===== src/rtl/down_counter.sv =====
`default_nettype none
// ============================================================================
// Module      : down_counter
// Description : Loadable down-counter. Load wins over decrement; the count
//               saturates at zero. term is high while the count equals 1, so
//               a value N loaded on one edge gives term on the N-th cycle.
// Revision    : 1.0 - initial release
// ============================================================================
module down_counter #(
  parameter int WIDTH = 4
) (
  input  logic             clk,
  input  logic             reset,     // asynchronous, active-low
  input  logic             load,
  input  logic [WIDTH-1:0] load_val,
  input  logic             dec,
  output logic             term
);

  logic [WIDTH-1:0] count_d;
  logic [WIDTH-1:0] count_q;

  // Next count: load has priority, decrement stops at zero
  always_comb begin
    count_d = count_q;
    if (load) begin
      count_d = load_val;
    end else if (dec && (count_q != '0)) begin
      count_d = count_q - WIDTH'(1);
    end
  end

  // Count register
  always_ff @(posedge clk or negedge reset) begin
    if (!reset) begin
      count_q <= '0;
    end else begin
      count_q <= count_d;
    end
  end

  assign term = (count_q == WIDTH'(1));

endmodule : down_counter
`default_nettype wire


===== config.mk =====
export PLATFORM = sky130hd
export DESIGN_NAME = down_counter
export DESIGN_NICKNAME = d
export VERILOG_FILES = /design/src/rtl/down_counter.sv
export SDC_FILE = /design/constraint.sdc
export NUM_CORES = 1
export LEC_CHECK = 0
export CAP_MARGIN = 20
export CORE_AREA = 2 2 39 41
export CTS_CLUSTER_DIAMETER = 80
export DETAILED_ROUTE_END_ITERATION = 6
export DIE_AREA = 0 0 41 43
export GPL_ROUTABILITY_DRIVEN = 0
export PLACE_DENSITY = 0.5
export SETUP_SLACK_MARGIN = 0.4
export SYNTH_ARGS = -nofsm -noshare
export SYNTH_HDL_FRONTEND = slang
export SYNTH_SLANG_ARGS = --single-unit

===== constraint.sdc =====
create_clock -name clk -period 1.8 [get_ports clk]
set_clock_uncertainty 0.1 [all_clocks]
set_input_delay 0.45 -clock clk [delete_from_list [all_inputs] [get_ports clk]]
set_output_delay 0.45 -clock clk [all_outputs]
set_load 0.005 [all_outputs]

==> flow_summary.ini, run 1 <==
[run_status]
outcome = finished clean

[layout]
layout.core_utilization = 0.387
growth_of_design_area_from_synthesis_to_finish_pct = 89.4
max_ffs_per_register = 4
layout-drive-gt1-share = 0.500
largestRegisters = count_q: 4 flops
antenna-diode-count = 0
registers.top_by_ff_count = count_q
design_area_sq_um = 536
num-nets-final = 62

[sta]
setup_tns_ns = 0
max_slew_violation_count = 0
grt_setup_unrepaired = true
hold_viol_final = 0
tightest_slew_ns = 0.266
fin_worst_hold_slack_ns = 0.321
slew-limit-headroom = 0.820
report.final.setup_viol = 0
maxClockFrequency_ghz = 0.604
period_needed_ns = 1.65
timing.final.crit_share = 0.919

[synth]
avgSynthCellArea_sq_um = 9.75
ys_seq_elements = 4
synthesis.nets = 39
syn-cell-area_sq_um = 283
yosysSeqAreaShare = 0.354
syn_inst = 29
synth-warning-count = 0
synth_cell_types = 17

[floorplan]
design.core.area_sq_mm = 0.00138
die_x_microns = 41
die_area_sq_mm = 0.00176
start_util = 0.204
row_count = 14
die-height_microns = 43
boundaryPins = 9

[grt]
grt_start_max_net_pins = 7
antenna_found_initial = 0
grt_pass1_vias = 331
wire_length_of_the_first_global_routing_pass_microns = 1390
total_global_route_track_usage = 0.116
grt_overflow = 0

[cts]
tritoncts_num_sinks = 4
clock_tree.htree_level_count = 1
clk_pin_slew_worst_paths_ns = 0.04
ctsRootBufferMaster = sky130_fd_sc_hd__clkbuf_4
cts-root-to-sink-buffers = 2
clk-insertion-delay-late_ns = 0.23
tritoncts = done
numCtsBuffers = 3

[pwr]
leakagePower_nw = 0.236
power.density_mw_per_mm2 = 701
ir_drop_mv = 0.339

[setup_path]
largest_stage_delay_on_the_critical_path_ns = 0.42
cp.arrival_ns = 1.65
cp_slowest_cell = sky130_fd_sc_hd__dfrtp_1
timing.critical_path.to_type = flip-flop
crit_chain = buf_6 > inv_4 > ha_4 > or3b_4 > mux2i_1 > o311ai_1
timing.critical_path.fanout_max = 3
startpoint_type = flip-flop
setup.worst_path.class = flip-flop to flip-flop
worstPathRequired_ns = 1.79

[route]
detailroute.via_count = 295
drt-total-wl_microns = 750
routed_wire_length_per_instance_microns = 11.4
first_pass_iters = 4
drt_iter0_drc = 10
drc = 0
antenna_left = 0
via_per_inst = 4.47

[placement]
port-buffer-count = 8
post-dp-hpwl_microns = 548
post_dp_cell_area_sq_um = 423

[min_path]
hold_class = input port to async pin

[run]
maxCapViolCount = 0
==> timing repair <==
item                                    4_1_cts  5_1_grt
gates resized for setup                      18        0
hold buffers                                  0        0
endpoints found under the setup margin        5        5
setup buffers                                 3        2
pin swaps                                     5        7
==> area by class of cell <==
| class | instances | area, sq um |
|---|---|---|
| timing repair buffer | 19 | 164 |
| tap | 16 | 20.0 |
| clock buffer | 3 | 22.5 |
| sequential | 4 | 100 |
| inverter | 2 | 10.0 |
| multi-input combinational | 22 | 219 |
| fill | 143 | 848 |
==> cell usage after synthesis, drive strengths merged <==
cell / number / share of area
a31o: 1 / 0.031
a21oi: 2 / 0.035
nor3b: 3 / 0.080
ha: 2 / 0.088
dfrtp: 4 / 0.35
nor2b: 1 / 0.022
mux2i: 1 / 0.035
buf: 1 / 0.027
nor4b: 1 / 0.053
inv: 2 / 0.027
and4b: 1 / 0.035
or3b: 1 / 0.040
nand2: 4 / 0.053
o21ai: 2 / 0.035
nor3: 1 / 0.018
a221o: 1 / 0.035
o311ai: 1 / 0.031
==> path summary, 6_finish.rpt <==
kind | cells after the start | endpoint | slack, ns | start
max | 6 | count_q[0] | 0.15 | count_q[0]
min | 1 | count_q[2] | 0.32 | reset
max reg2reg | 6 | count_q[0] | 0.15 | count_q[0]
min reg2reg | 3 | count_q[1] | 0.58 | count_q[1]
max in group asynchronous | 1 | count_q[1] | 1.11 | reset
min in group clk | 3 | count_q[1] | 0.58 | count_q[1]
==> layout by cell type, fill, tap and decap left out, drive strengths merged, types with 2 or more instances in the layout <==
| cell | synthesis | routed |
|---|---|---|
| inv | 2 | 2 |
| clkbuf | 0 | 3 |
| a21oi | 2 | 2 |
| clkdlybuf4s50 | 0 | 6 |
| dfrtp | 4 | 4 |
| o21ai | 2 | 2 |
| nand2 | 4 | 4 |
| buf | 1 | 12 |
| nor3b | 3 | 3 |
| ha | 2 | 2 |
==> power breakdown <==
group | total, mW | internal [mW] | switching [mW]
clock network | 0.107 | 0.0743 | 0.0328
logic | 0.154 | 0.0923 | 0.0619
registers | 0.114 | 0.102 | 0.0120
==> worst max-delay path, delay by kind of cell, from the launching register on <==
kind	cells	cell delay (ns)
DFF	1	0.42
muxes	1	0.16
and+or+nand+nor	1	0.40
buffers and inverters	2	0.20
AOI/OAI and AO/OA	1	0.12
adders and majority gates	1	0.12
==> stage by stage <==
| stage | power [mW] | std cells | setup WS (ns) |
|---|---|---|---|
| after floorplan | 0.164 | 29 | 0.282 |
| after global placement | 0.215 | 58 | 0.00750 |
| after detailed placement | 0.219 | 58 | -0.0963 |
| after CTS | 0.375 | 64 | 0.143 |
| after global routing | 0.400 | 66 | 0.105 |
| final | 0.375 | 66 | 0.145 |
==> per-layer routing <==
metal  global-route usage  wire length, microns  up-vias
met1                0.146                   305      141
met3               0.0157                    21        0
met4               0.0600                     0        0
met5                    0                     0        -
li1                     -                     -      150
met2                0.181                   424        4
==> logic make-up (layout without fill, tap and decap cells) <==
kind of cell | after synthesis | in the layout | synth area share
compound gates | 7 | 7 | 0.168
flops | 4 | 4 | 0.354
buf+inv | 3 | 24 | 0.0531
mux | 1 | 1 | 0.0354
simple gates | 12 | 12 | 0.301
fa+ha+maj | 2 | 2 | 0.0885
No activity file was read; power rests on OpenSTA's default activity.
==> run 2, diff against run 1 <==
--- a/config.mk
+++ b/config.mk
@@ -5,6 +5,7 @@
 export SDC_FILE = /design/constraint.sdc
 export NUM_CORES = 1
 export LEC_CHECK = 0
+export ABC_AREA = 0
 export CAP_MARGIN = 20
 export CORE_AREA = 2 2 39 41
 export CTS_CLUSTER_DIAMETER = 80
==> results of run 2 <==
Final layout, timing and power as in run 1 (identical DEF).
